<file path="config.mk">
export PLATFORM = sky130hd
export DESIGN_NAME = game_collision_scan
export DESIGN_NICKNAME = d
export VERILOG_FILES = /design/src/rtl/game_collision_scan.sv
export SDC_FILE = /design/constraint.sdc
export NUM_CORES = 1
export LEC_CHECK = 0
export ABC_AREA = 0
export BUFFER_PORTS_ARGS = -buffer_cell sky130_fd_sc_hd__buf_4
export CAP_MARGIN = 25
export CORE_MARGIN = 3
export CORE_UTILIZATION = 29
export DETAILED_ROUTE_END_ITERATION = 6
export PLACE_DENSITY_LB_ADDON = 0.3
export SKIP_CTS_REPAIR_TIMING = 1
export SYNTH_ARGS = -nofsm -noshare
export SYNTH_HDL_FRONTEND = slang
export SYNTH_SLANG_ARGS = --single-unit
</file>
<file path="constraint.sdc">
create_clock -name clk -period 9.65 [get_ports clk]
set_clock_uncertainty 0.2 [all_clocks]
set_input_delay 2.4125 -clock clk [delete_from_list [all_inputs] [get_ports clk]]
set_output_delay 2.4125 -clock clk [all_outputs]
set_load 0.05 [all_outputs]
</file>
<file path="src/rtl/game_collision_scan.sv">
// Sequential pairwise bounding-box collision scanner: one object pair per clock over a start-time snapshot.
// Optional first-colliding-pair outputs are enabled by defining GAME_COLLISION_SCAN_PAIR_ID_EN.
module game_collision_scan #(
    parameter int X_WIDTH = 10,
    parameter int Y_WIDTH = 10,
    parameter int N_OBJ   = 4
) (
    input  logic                       clk,
    input  logic                       reset,
    input  logic                       start,
    input  logic [N_OBJ-1:0]           active,
    input  logic [N_OBJ*X_WIDTH-1:0]   left,
    input  logic [N_OBJ*X_WIDTH-1:0]   right,
    input  logic [N_OBJ*Y_WIDTH-1:0]   top,
    input  logic [N_OBJ*Y_WIDTH-1:0]   bottom,
    output logic                       busy,
    output logic                       done,
    output logic [N_OBJ-1:0]           hit_mask,
    output logic                       any_hit
`ifdef GAME_COLLISION_SCAN_PAIR_ID_EN
    ,
    output logic [2:0]                 first_a,
    output logic [2:0]                 first_b,
    output logic                       first_valid
`endif
);

    typedef enum logic {IDLE, SCAN} state_t;

    localparam logic [2:0] LAST_I = 3'(N_OBJ - 2);
    localparam logic [2:0] LAST_J = 3'(N_OBJ - 1);

    state_t                   state, state_next;
    logic [2:0]               idx_i, idx_j;
    logic                     load, last_pair;

    logic [N_OBJ-1:0]         snap_active;
    logic [N_OBJ*X_WIDTH-1:0] snap_left, snap_right;
    logic [N_OBJ*Y_WIDTH-1:0] snap_top, snap_bottom;
    logic [N_OBJ-1:0]         work_mask, mask_next, pair_bits;
    logic [N_OBJ-1:0]         act_i, act_j;
    logic [X_WIDTH-1:0]       la, ra, lb, rb;
    logic [Y_WIDTH-1:0]       ta, ba, tb, bb;
    logic                     pair_hit;

    // An inverted box (left>right or top>bottom) is treated as empty and never overlaps.
    function automatic logic overlap(
        input logic [X_WIDTH-1:0] l0, r0, l1, r1,
        input logic [Y_WIDTH-1:0] t0, b0, t1, b1
    );
        return (l0 <= r0) && (t0 <= b0) && (l1 <= r1) && (t1 <= b1) &&
               (l0 <= r1) && (l1 <= r0) && (t0 <= b1) && (t1 <= b0);
    endfunction

    assign la = snap_left  [idx_i*X_WIDTH +: X_WIDTH];
    assign ra = snap_right [idx_i*X_WIDTH +: X_WIDTH];
    assign lb = snap_left  [idx_j*X_WIDTH +: X_WIDTH];
    assign rb = snap_right [idx_j*X_WIDTH +: X_WIDTH];
    assign ta = snap_top   [idx_i*Y_WIDTH +: Y_WIDTH];
    assign ba = snap_bottom[idx_i*Y_WIDTH +: Y_WIDTH];
    assign tb = snap_top   [idx_j*Y_WIDTH +: Y_WIDTH];
    assign bb = snap_bottom[idx_j*Y_WIDTH +: Y_WIDTH];

    assign act_i     = snap_active >> idx_i;
    assign act_j     = snap_active >> idx_j;
    assign pair_hit  = act_i[0] && act_j[0] && overlap(la, ra, lb, rb, ta, ba, tb, bb);
    assign pair_bits = (N_OBJ'(1) << idx_i) | (N_OBJ'(1) << idx_j);
    assign mask_next = work_mask | (pair_hit ? pair_bits : '0);

    assign busy    = (state == SCAN);
    assign any_hit = |hit_mask;

    always_comb begin
        state_next = state;
        load       = 1'b0;
        last_pair  = 1'b0;
        case (state)
            IDLE: begin
                if (start) begin
                    load       = 1'b1;
                    state_next = SCAN;
                end
            end
            SCAN: begin
                if (idx_i == LAST_I && idx_j == LAST_J) begin
                    last_pair  = 1'b1;
                    state_next = IDLE;
                end
            end
            default: state_next = IDLE;
        endcase
    end

`ifdef GAME_COLLISION_SCAN_PAIR_ID_EN
    logic       work_fv, fv_next;
    logic [2:0] work_fa, work_fb, fa_next, fb_next;

    // The earliest hit in scan order wins; later hits never overwrite it.
    assign fv_next = work_fv | pair_hit;
    assign fa_next = work_fv ? work_fa : (pair_hit ? idx_i : 3'd0);
    assign fb_next = work_fv ? work_fb : (pair_hit ? idx_j : 3'd0);
`endif

    always_ff @(posedge clk or posedge reset) begin
        if (reset) begin
            state    <= IDLE;
            idx_i    <= 3'd0;
            idx_j    <= 3'd1;
            done     <= 1'b0;
            hit_mask <= '0;
`ifdef GAME_COLLISION_SCAN_PAIR_ID_EN
            first_valid <= 1'b0;
            first_a     <= 3'd0;
            first_b     <= 3'd0;
`endif
        end else begin
            state <= state_next;
            done  <= last_pair;
            if (load) begin
                idx_i <= 3'd0;
                idx_j <= 3'd1;
            end else if (state == SCAN && !last_pair) begin
                if (idx_j == LAST_J) begin
                    idx_i <= idx_i + 3'd1;
                    idx_j <= idx_i + 3'd2;
                end else begin
                    idx_j <= idx_j + 3'd1;
                end
            end
            if (last_pair) begin
                hit_mask <= mask_next;
`ifdef GAME_COLLISION_SCAN_PAIR_ID_EN
                first_valid <= fv_next;
                first_a     <= fa_next;
                first_b     <= fb_next;
`endif
            end
        end
    end

    // Snapshot and working accumulators: datapath only, always initialised by load.
    always_ff @(posedge clk) begin
        if (load) begin
            snap_active <= active;
            snap_left   <= left;
            snap_right  <= right;
            snap_top    <= top;
            snap_bottom <= bottom;
            work_mask   <= '0;
`ifdef GAME_COLLISION_SCAN_PAIR_ID_EN
            work_fv <= 1'b0;
            work_fa <= 3'd0;
            work_fb <= 3'd0;
`endif
        end else if (state == SCAN) begin
            work_mask <= mask_next;
`ifdef GAME_COLLISION_SCAN_PAIR_ID_EN
            work_fv <= fv_next;
            work_fa <= fa_next;
            work_fb <= fb_next;
`endif
        end
    end

endmodule

</file>
**Word level (Yosys, flattened, before mapping)**

Index checks and enable logic that the tools add are counted.

- Input bits: 167
- Register bits after elaboration: 180
- Output and inout port bits: 7

- $add $sub $neg: 3
- Shifts and indexed selects: 12
- Reductions and logical operators: 16
- Equal/unequal tests: 2
- Mux-type cells: 13
- Magnitude comparators: 8
- Bitwise gates (word level): 3
- $mul: 2

Operators with widths:

| operator | number |
|---|---|
| 40-bit by 8-bit indexed part select with 10-bit output | 8 |
| 10-bit <= comparator | 8 |
| 3-bit two-way mux | 6 |
| 3-bit by 3-bit multiplier with 6-bit output (second input constant) | 2 |
| 1-bit logical AND | 11 |
| 4-bit bitwise OR | 2 |
| 1-bit by 3-bit << shifter with 4-bit output (first input constant) | 2 |
| 4-bit by 3-bit right shift with 1-bit output | 2 |
| 3-bit by 1-bit adder with 3-bit output (second input constant) | 2 |
| 3-bit by 2-bit == test with 1-bit output (second input constant) | 2 |
| 1-bit two-way mux | 5 |
| 4-bit two-way mux | 1 |
| 2-bit nonzero test | 2 |
| 4-bit OR reduction | 1 |
| 3-bit by 2-bit adder with 3-bit output (second input constant) | 1 |
| 1-bit one-hot mux with 2 select lines | 1 |
| 2-bit AND reduction | 1 |
| 1-bit zero test | 1 |
| 1-bit NOT | 1 |

**Depth between registers and ports, before layout**

Gate-level depths: netlist of the first run.

- Depth in word-level cells: 13
- Gate-level depth with buffers: 14
- Depth with buffers taken out: 10

**Worst setup path before layout of the first run**

No wires, ideal clock.

- Path kind: input-to-reg
- Start: input start
- End: register snap_active[0], enable pin
- Slack: 3096 ps
- Data required time: 8931 ps
- Path buffers: 1
- Arrival: 5835 ps
- Stages on the path: 3
- Cells stage by stage: nand2b_1 -> buf_2 -> inv_1

- Cells in the longest elaborated chain, start to end: 2

RTL lines:

| item | RTL line | source |
|---|---|---|
| start, declared | 10 | `input logic start,` |
| 1-bit two-way mux | 79 | `if (start) begin` |
| 1-bit two-way mux | 77 | `case (state)` |
| via load | 35 | `logic load, last_pair;` |
| end signal, assigned | 144 | `snap_active <= active;` |
| end, declared | 37 | `logic [N_OBJ-1:0] snap_active;` |

The timed path passes the listed nets, and every way through them passes these cells.
A chain may end at the register's enable or synchronous reset.

**Final worst setup path of the first run**

- Start: register idx_j[0]
- End: register work_mask[3]

- Cells in the longest elaborated chain, start to end: 12
- Elaborated cells between the ends (all ways): 24

RTL lines:

| item | RTL line | source |
|---|---|---|
| start, declared | 34 | `logic [2:0] idx_i, idx_j;` |
| start signal, assigned | 125 | `idx_j <= idx_i + 3'd2;` |
| start signal, assigned | 127 | `idx_j <= idx_j + 3'd1;` |
| 3-bit by 3-bit multiplier with 6-bit output | - |  |
| 40-bit by 8-bit indexed part select with 10-bit output, on equally long branches | 57, 58 |  |
| 10-bit <= comparator | 51 | `return (l0 <= r0) && (t0 <= b0) && (l1 <= r1) && (t1 <= b1) &&` |
| 1-bit logical AND (3 in series) | 51 |  |
| 1-bit logical AND (3 in series) | 52 | `(l0 <= r1) && (l1 <= r0) && (t0 <= b1) && (t1 <= b0);` |
| 1-bit logical AND | 66 | `assign pair_hit = act_i[0] && act_j[0] && overlap(la, ra, lb, rb, ta, ba, tb, bb);` |
| 4-bit two-way mux (*) | 68 | `assign mask_next = work_mask \| (pair_hit ? pair_bits : '0);` |
| 4-bit bitwise OR (*) | 68 |  |
| end signal, assigned | 156 | `work_mask <= mask_next;` |
| end, declared | 40 | `logic [N_OBJ-1:0] work_mask, mask_next, pair_bits;` |

Mark *: on every way between the ends. The rest lies on a longest branch, timed or not.

==> results.sh, run 1 <==
export IMPL_dp_cells=1287
export IMPL_holdWs_ps=247.7
export IMPL_endpoint_kind="flip-flop"
export IMPL_grt_max_degree=87
export IMPL_tns_ps=0
export IMPL_ys_ff_latch=180
export IMPL_cts_buffers=17
export IMPL_synthArstFlopShare_pct=6.667
export IMPL_rows=67
export IMPL_tightest_slew_ps=925.2
export IMPL_place_ws_ps=4576
export IMPL_met3_usage_pct=3.566
export IMPL_final_max_slew_violation_count=0
export IMPL_cts_tree="done"
export IMPL_crit_required_ps=9800
export IMPL_placed_cell_area_sq_mm=0.01193
export IMPL_slowest_delay_ps=850
export IMPL_netlist_area_sq_mm=0.01017
export IMPL_crit_chain="buf_4 -> mux4_2 -> and2_1 -> ha_1 -> a2111oi_0 -> nand2b_1 -> o21ai_0 -> o2111ai_2 -> o31ai_1"
export IMPL_synth_nets=944
export IMPL_post_route_util_pct=36.94
export IMPL_multi_input_area_sq_mm=0.004634
export IMPL_finalPower_mw=4.023
export IMPL_drcViolationCount=0
export IMPL_yosys_warnings=0
export IMPL_cts_sinks=180
export IMPL_via_per_inst=4.880
export IMPL_avgSynthCellArea_sq_um=14.70
export IMPL_cap_violations=0
export IMPL_hold_viol_final=0
export IMPL_crit_buf_inv=1
export IMPL_setup_slack_ps=5142
export IMPL_finalSetupViolCount=0
export IMPL_nFillCells=3367
export IMPL_min_period_ps=4508
export IMPL_ir_drop_v=0.0001658
export IMPL_wl_mm=26.10
export IMPL_worst_path_max_delay_cell="dfstp_2"
export IMPL_netlist_instances=692
export IMPL_dpl_hpwl_mm=19.43
export IMPL_synthMuxAreaShare_pct=18.92
export IMPL_slew_headroom_pct=38.32
export IMPL_synth_top_area_share_pct=48.41
export IMPL_start_util_pct=29.89
export IMPL_busiest_layer="met2"
export IMPL_final_nets=1111
export IMPL_crit_family="compound AO/OA/AOI/OAI gates"
export IMPL_synthToLayoutAreaGrowth_pct=23.59
export IMPL_synth_area_leaders="edfxtp_1, mux4_2, ha_1"
export IMPL_finalNonFillerCells=1321
export IMPL_use_met2_pct=21.28
export IMPL_fin_crit_sh_pct=46.71
export IMPL_cts_buffer_depth=2
export IMPL_crit_fanout=32
export IMPL_grtUsageMet1_pct=20.73
export IMPL_synth_compound_area_share_pct=6.444
export IMPL_root_buffer="clkbuf_16"
export IMPL_die_x_um=193.3
export IMPL_vias=6446
export IMPL_grt_pass1_vias=7002
export IMPL_synth_edff_count=164
export IMPL_fp_dieArea_sq_mm=0.03736
export IMPL_portBuffers=173
export IMPL_fin_area_sq_mm=0.01257
export IMPL_worstHoldPathType="flip-flop to flip-flop"
export IMPL_grt_first_pass_wirelength_mm=41.08
export IMPL_ios=174
export IMPL_crit_type="flip-flop to flip-flop"
export IMPL_worst_setup_path_start_kind="flip-flop"
export IMPL_gr_total_overflow=0
export IMPL_drive_gt1_share_pct=35.55
export IMPL_antenna_found_initial=3
export IMPL_powerDensity_mw_per_mm2=320.0
export IMPL_regArea_sq_mm=0.005310
export IMPL_ys_types=61
export IMPL_yosys_area_top_type="edfxtp_1"
export IMPL_synth_xor_area_share_pct=0.7748
export IMPL_seq_area_frac_synth_pct=52.16
export IMPL_die_h_um=193.3
export IMPL_cts_max_level=4
export IMPL_fmax_mhz=221.9
export IMPL_p_leak_nw=4.768
export IMPL_routedWlPerCell_um=19.76
export IMPL_path_clk_slew_ps=70
export IMPL_antenna_left=0
export IMPL_arrival_ps=4660
export IMPL_clkLatencyLatePin_ps=430
export IMPL_drt_first_pass_iters=4
export IMPL_synthAdderAreaFrac_pct=10.56
export IMPL_status="finished, final reports clean"
export IMPL_drt_iter0_drc=323
export IMPL_synth_top_family_by_area="multiplexers"
export IMPL_rsz0062_at_grt="no"
export IMPL_synth_main_ff_cell="edfxtp_1"
export IMPL_synthSimpleGateAreaFrac_pct=8.855
export IMPL_core_sq_mm=0.03404
export IMPL_grtUsageTotal_pct=14.24
export IMPL_gp_congestion=0.8615
power breakdown:
part           total (mW)  internal [mW]  switching [mW]
Combinational        2.20          0.996            1.20
Clock               0.733          0.433           0.300
Sequential           1.09          0.996          0.0944
Total                4.02           2.42            1.60
flip-flops by register name, summed over array words and instances (netlist names), 3 cells and up:
| name | flops |
|---|---|
| idx_i | 3 |
| hit_mask | 4 |
| snap_bottom | 40 |
| idx_j | 3 |
| snap_right | 40 |
| snap_left | 40 |
| work_mask | 4 |
| snap_top | 40 |
| snap_active | 4 |
layout by cell type, fill, tap and decap left out, types with 3 or more instances in the layout:
cell type  count
inv_1         14
a21oi_1       34
dfxtp_1        4
bufinv_16      4
dfrtp_1        8
inv_6          4
o21ai_1        6
xnor2_1        9
nor3_1         4
o2111ai_1      3
buf_4        180
nand3_1       13
ha_1          85
mux2_2         4
nand2_1       59
clkbuf_16     17
nand4_1       15
nor2b_1       12
a21o_1         6
o31ai_1        4
nand2b_1       7
dfrtp_2        3
mux4_2        79
clkinv_1       3
and2_1        38
a31oi_1        3
edfxtp_1     164
mux2i_1       10
nor2_1        17
o21ai_0       19
layer usage:
layer | wire length [um] | share of wire, %
met1 | 12910 | 49
met4 | 340 | 1.3
met5 | 34 | 0.13
met2 | 11520 | 44
met3 | 1299 | 5.0
worst min-delay path, delay by kind of cell, from the launching register on:
family	cells	cell delay [ps]
compound gates	1	50
flops	1	310
simple gates	1	50
cell type report:
| class | instances | share of cell area [%] |
|---|---|---|
| repair buffers | 181 | 10.97 |
| multi-input cells | 461 | 36.86 |
| clock buffers | 19 | 3.443 |
| flip-flops and latches | 180 | 42.23 |
| inverters | 18 | 0.5971 |
| clock inverters | 13 | 1.423 |
| well taps | 448 | 4.458 |
| diodes | 1 | 0.01990 |
cells by family after synthesis:
logic type      after synthesis
compound gates               97
xor+xnor                      9
fa+ha+maj                    86
buf+inv                      51
flops                       180
mux                          93
simple gates                176
worst paths after layout:
check                        startpoint  slack, ps            to  depth (start not counted)
setup / recovery               idx_j[0]       5140  work_mask[3]                          9
hold / removal             work_mask[0]        250  work_mask[0]                          2
setup reg to reg               idx_j[0]       5140  work_mask[3]                          9
hold reg to reg            work_mask[0]        250  work_mask[0]                          2
max in group asynchronous         reset       7050      idx_i[0]                          2
min in group asynchronous         reset       1810      idx_i[2]                          2
cells in the mapped netlist (2+ instances only):
library cell	count
o21a_1	2
dfrtp_1	11
mux2i_1	10
nor2b_1	12
dfxtp_1	4
and2_1	38
a21o_1	6
and4_1	2
nor3_1	4
inv_1	16
o41ai_1	2
nand2_1	59
mux4_2	79
nor2_1	17
buf_2	6
buf_1	8
ha_1	85
nand3_1	13
o2111ai_1	3
o21ai_1	6
xnor2_1	9
o21ai_0	19
o31ai_1	4
a31oi_1	3
nand4_1	15
nand2b_1	7
edfxtp_1	164
a22o_1	2
clkbuf_1	16
a21oi_1	34
nand2_2	2
buf_6	2
mux2_2	4
(Power assumes the default switching activity.)
==> inputs of run 2 (changes only) <==
==> constraint.sdc (replaced) <==
create_clock -name clk -period 4.42 [get_ports clk]
set_clock_uncertainty 0.2 [all_clocks]
set_input_delay 1.105 -clock clk [delete_from_list [all_inputs] [get_ports clk]]
set_output_delay 1.105 -clock clk [all_outputs]
set_load 0.05 [all_outputs]
==> results.sh, run 2 (synthesis results as in run 1) <==
export IMPL_status="finished, final reports clean"
export IMPL_core_sq_mm=0.03404
export IMPL_ios=174
export IMPL_min_period_ps=3927
export IMPL_endpoint="work_mask[3]"
export IMPL_ir_drop_v=0.0002486
export IMPL_cts_buffers=17
export IMPL_rr_startpoint="idx_j[0]"
export IMPL_grtUsageTotal_pct=14.30
export IMPL_via_per_inst=4.917
export IMPL_fmax_mhz=254.7
export IMPL_gr_total_overflow=0
export IMPL_rrSetupSlack_ps=490
export IMPL_wl_mm=26.63
export IMPL_die_h_um=193.3
export IMPL_finalSetupViolCount=0
export IMPL_clkLatencyLatePin_ps=440
export IMPL_worst_setup_path_start_kind="flip-flop"
export IMPL_place_ws_ps=462.9
export IMPL_rows=67
export IMPL_cts_sinks=180
export IMPL_endpoint_kind="flip-flop"
export IMPL_p_leak_nw=4.818
export IMPL_gp_congestion=0.8776
export IMPL_grt_first_pass_wirelength_mm=41.53
export IMPL_mostFrequentLayoutCells="buf_4, edfxtp_1, ha_1, mux4_2, nand2_1"
export IMPL_die_x_um=193.3
export IMPL_drive_gt1_share_pct=36.55
export IMPL_root_buffer="clkbuf_16"
export IMPL_cap_violations=0
export IMPL_antenna_found_initial=1
export IMPL_cts_max_level=4
export IMPL_start_util_pct=29.89
export IMPL_routedWlPerCell_um=20.02
export IMPL_drt_first_pass_iters=5
export IMPL_r2r_end="work_mask[3]"
export IMPL_min_path_cells=2
export IMPL_slew_headroom_pct=25.96
export IMPL_vias=6540
export IMPL_crit_type="flip-flop to flip-flop"
export IMPL_rr_worst_depth=11
export IMPL_antenna_left=0
export IMPL_setup_slack_ps=493.5
export IMPL_drcViolationCount=0
export IMPL_grt_max_degree=163
export IMPL_cts_tree="done"
export IMPL_final_max_slew_violation_count=0
export IMPL_cts_buffer_depth=2
export IMPL_drt_iter0_drc=435
export IMPL_final_common_cell="buf_4"
export IMPL_startpoint="idx_j[0]"
export IMPL_tightest_slew_ps=1111
export IMPL_worstHoldPathType="flip-flop to flip-flop"
export IMPL_tns_ps=0
export IMPL_fin_crit_sh_pct=88.83
export IMPL_grt_pass1_vias=7015
export IMPL_portBuffers=173
export IMPL_powerDensity_mw_per_mm2=704.3
export IMPL_hold_viol_final=0
export IMPL_holdWs_ps=251.5
export IMPL_arrival_ps=4080
export IMPL_final_nets=1120
export IMPL_crit_fanout=29
export IMPL_path_clk_slew_ps=70
export IMPL_fp_dieArea_sq_mm=0.03736
export IMPL_dpl_hpwl_mm=20.29
export IMPL_crit_required_ps=4570
export IMPL_synthToLayoutAreaGrowth_pct=24.60
export IMPL_rsz0062_at_grt="no"
-- run 2: cell count changes in the layout (fill, tap and decap cells not counted) --
cell        delta
buf_12         +5
buf_16         -1
buf_4          +5
bufinv_16      -1
clkbuf_1       -1
clkinv_1       -3
clkinv_4       +4
clkinvlp_4     +1
inv_1          +1
inv_6          -1
-- run 2: per-stage QoR --
stage / cells / power [mW] / utilization, % / cell area (sq um)
finish: 1330 / 8.927 / 37.24 / 12680
global route: 1330 / 9.640 / 37.24 / 12680
CTS: 1329 / 8.991 / 37.24 / 12670
detailed placement: 1297 / 7.378 / 35.46 / 12070
global placement: 1297 / 7.325 / 35.46 / 12070
floorplan: 692 / 6.041 / - / 10180
-- run 2: report_power, final --
group	switching, mW	internal [mW]	total [mW]
Clock	0.670	0.896	1.57
Combinational	2.62	2.28	4.90
Sequential	0.284	2.18	2.46
Total	3.57	5.35	8.93
-- run 2: worst min-delay path by stage --
| stage | startpoint | end |
|---|---|---|
| after floorplan | work_mask[3] | work_mask[3] |
| after global placement | work_mask[0] | work_mask[0] |
| after detailed placement | work_mask[2] | work_mask[2] |
| after CTS | work_mask[2] | work_mask[2] |
| after global routing | work_mask[2] | work_mask[2] |
| final | work_mask[1] | work_mask[1] |
-- run 2: cell type report --
| cell class | instances | area, sq um |
|---|---|---|
| inverters | 18 | 73.82 |
| well taps | 448 | 560.5 |
| clock buffers | 18 | 429.2 |
| clock inverters | 14 | 176.4 |
| repair buffers | 190 | 1489 |
| multi-input cells | 461 | 4634 |
| diodes | 1 | 2.502 |
| fillers | 3323 | 21360 |
| flip-flops and latches | 180 | 5310 |
-- run 2: routing by layer --
| metal | share of wire [%] | vias up | GRT usage (%) |
|---|---|---|---|
| li1 | - | 3100 | - |
| met4 | 1.0 | 0 | 4.018 |
| met1 | 50 | 3252 | 21.18 |
| met5 | 0 | - | 0 |
| met3 | 4.2 | 15 | 2.818 |
| met2 | 45 | 173 | 21.42 |
-- run 2: critical path, cell delays in order, from the launching register on --
cell and delay [ps]:
dfstp_2 770, buf_12 290, mux4_2 550, and2_1 190, ha_1 330, nand4_1 120, o21bai_1 120, a31oi_1 90
o21ai_0 280, o2111a_1 270, o2111ai_2 280, o31ai_1 320
==> inputs of run 3 (changes only) <==
==> constraint.sdc (replaced) <==
create_clock -name clk -period 3.7 [get_ports clk]
set_clock_uncertainty 0.2 [all_clocks]
set_input_delay 0.925 -clock clk [delete_from_list [all_inputs] [get_ports clk]]
set_output_delay 0.925 -clock clk [all_outputs]
set_load 0.05 [all_outputs]
==> results.sh, run 3 (synthesis results as in run 1) <==
export IMPL_mostFrequentLayoutCells="buf_4, edfxtp_1, ha_1, mux4_2, nand2_1"
export IMPL_cts_sinks=180
export IMPL_ios=174
export IMPL_grt_pass1_vias=7135
export IMPL_nFillCells=3295
export IMPL_drive_gt1_share_pct=39.19
export IMPL_drt_iter0_drc=349
export IMPL_fp_dieArea_sq_mm=0.03736
export IMPL_cts_buffers=17
export IMPL_rsz0062_at_grt="no"
export IMPL_tns_ps=0
export IMPL_tightest_slew_ps=719.1
export IMPL_drcViolationCount=0
export IMPL_antenna_left=0
export IMPL_hold_viol_final=0
export IMPL_antenna_found_initial=1
export IMPL_arrival_ps=3680
export IMPL_worst_setup_path_start_kind="flip-flop"
export IMPL_crit_chain="buf_12 -> buf_4 -> mux4_2 -> and2_1 -> ha_1 -> a21oi_1 -> a21oi_1 -> o21ai_1 -> o2111a_1 -> o2111ai_2 -> buf_6 -> o31ai_1"
export IMPL_crit_required_ps=3850
export IMPL_rows=67
export IMPL_final_common_cell="buf_4"
export IMPL_powerDensity_mw_per_mm2=859.4
export IMPL_finalPower_mw=11.20
export IMPL_holdWs_ps=247.5
export IMPL_placed_cell_area_sq_mm=0.01230
export IMPL_synthToLayoutAreaGrowth_pct=28.10
export IMPL_path_clk_slew_ps=70
export IMPL_status="finished, final reports clean"
export IMPL_portBuffers=173
export IMPL_drt_first_pass_iters=4
export IMPL_vias=6635
export IMPL_min_period_ps=3524
export IMPL_diodes=0
export IMPL_final_max_slew_violation_count=0
export IMPL_crit_fanout=8
export IMPL_core_sq_mm=0.03404
export IMPL_cap_violations=0
export IMPL_dpl_hpwl_mm=20.79
export IMPL_fmax_mhz=283.8
export IMPL_setup_slack_ps=176.3
export IMPL_via_per_inst=4.882
export IMPL_die_h_um=193.3
export IMPL_routedWlPerCell_um=20.06
export IMPL_clkLatencyLatePin_ps=450
export IMPL_root_buffer="clkbuf_16"
export IMPL_final_nets=1152
export IMPL_cts_tree="done"
export IMPL_ir_drop_v=0.0003800
export IMPL_worst_path_max_delay_cell="dfstp_4"
export IMPL_grtUsageTotal_pct=14.55
export IMPL_fin_area_sq_mm=0.01303
export IMPL_cts_buffer_depth=2
export IMPL_place_ws_ps=35.55
export IMPL_gr_total_overflow=0
export IMPL_slew_headroom_pct=52.06
export IMPL_fin_crit_sh_pct=95.24
export IMPL_worstHoldPathType="flip-flop to flip-flop"
export IMPL_grt_first_pass_wirelength_mm=42.10
export IMPL_slowest_delay_ps=700
export IMPL_gp_congestion=0.8917
export IMPL_finalSetupViolCount=0
export IMPL_wl_mm=27.27
export IMPL_cts_max_level=4
export IMPL_endpoint_kind="flip-flop"
export IMPL_die_x_um=193.3
export IMPL_start_util_pct=29.89
export IMPL_crit_type="flip-flop to flip-flop"
export IMPL_cpMostUsedCell="a21oi_1"
export IMPL_p_leak_nw=5.028
export IMPL_grt_max_degree=116
[run 3: cell count changes in the layout (fill, tap and decap cells not counted), sizes merged]
| cell | change |
|---|---|
| clkinvlp | -2 |
| clkinv | -2 |
| diode | -1 |
| bufinv | +2 |
| inv | -2 |
| buf | +31 |
| clkbuf | +3 |
[run 3: layout make-up]
class | count | area, sq um | share of cell area (%)
clock buffer | 20 | 436.7 | 3.351
clock inverter | 10 | 181.4 | 1.392
inverter | 18 | 73.82 | 0.5664
multi-input combinational | 461 | 4666 | 35.80
sequential | 180 | 5315 | 40.78
tap | 448 | 560.5 | 4.301
timing repair buffer | 222 | 1799 | 13.81
[run 3: power breakdown]
| part | total [mW] | switching, mW | leakage [nW] | internal, mW |
|---|---|---|---|---|
| clock | 1.96 | 0.769 | 0.302 | 1.19 |
| combinational | 6.38 | 3.32 | 3.05 | 3.06 |
| sequential | 2.86 | 0.252 | 1.68 | 2.61 |
[run 3: path summary, 6_finish.rpt]
kind | to | from | cells past startpoint | slack (ps)
worst max-delay path | work_mask[3] | idx_j[0] | 12 | 180
worst min-delay path | work_mask[0] | work_mask[0] | 2 | 250
worst max register to register | work_mask[3] | idx_j[0] | 12 | 180
worst min register to register | work_mask[0] | work_mask[0] | 2 | 250
max in group asynchronous | idx_j[1] | reset | 2 | 2570
min in group asynchronous | idx_j[2] | reset | 2 | 330
[run 3: through the flow]
step | cells | util (%)
after CTS | 1351 | 37.95
after global routing | 1359 | 38.29
after floorplan | 692 | -
after detailed placement | 1321 | 36.13
after global placement | 1321 | 36.13
final | 1359 | 38.29
[run 3: worst max-delay path, delay by kind of cell (launching register included)]
kind	cells	cell delay [ps]
AO/OA/AOI/OAI	6	1020
adder cells (fa/ha/maj)	1	340
buffers and inverters	3	460
flip-flops	1	700
multiplexers	1	500
AND/OR/NAND/NOR	1	210
[run 3: metal layers]
metal	track usage, %	wire (um)	vias up
li1	-	-	3169
met1	21.47	13470	3265
met2	21.60	12060	176
met3	3.044	1266	23
met4	4.340	463	2
met5	0	13	-
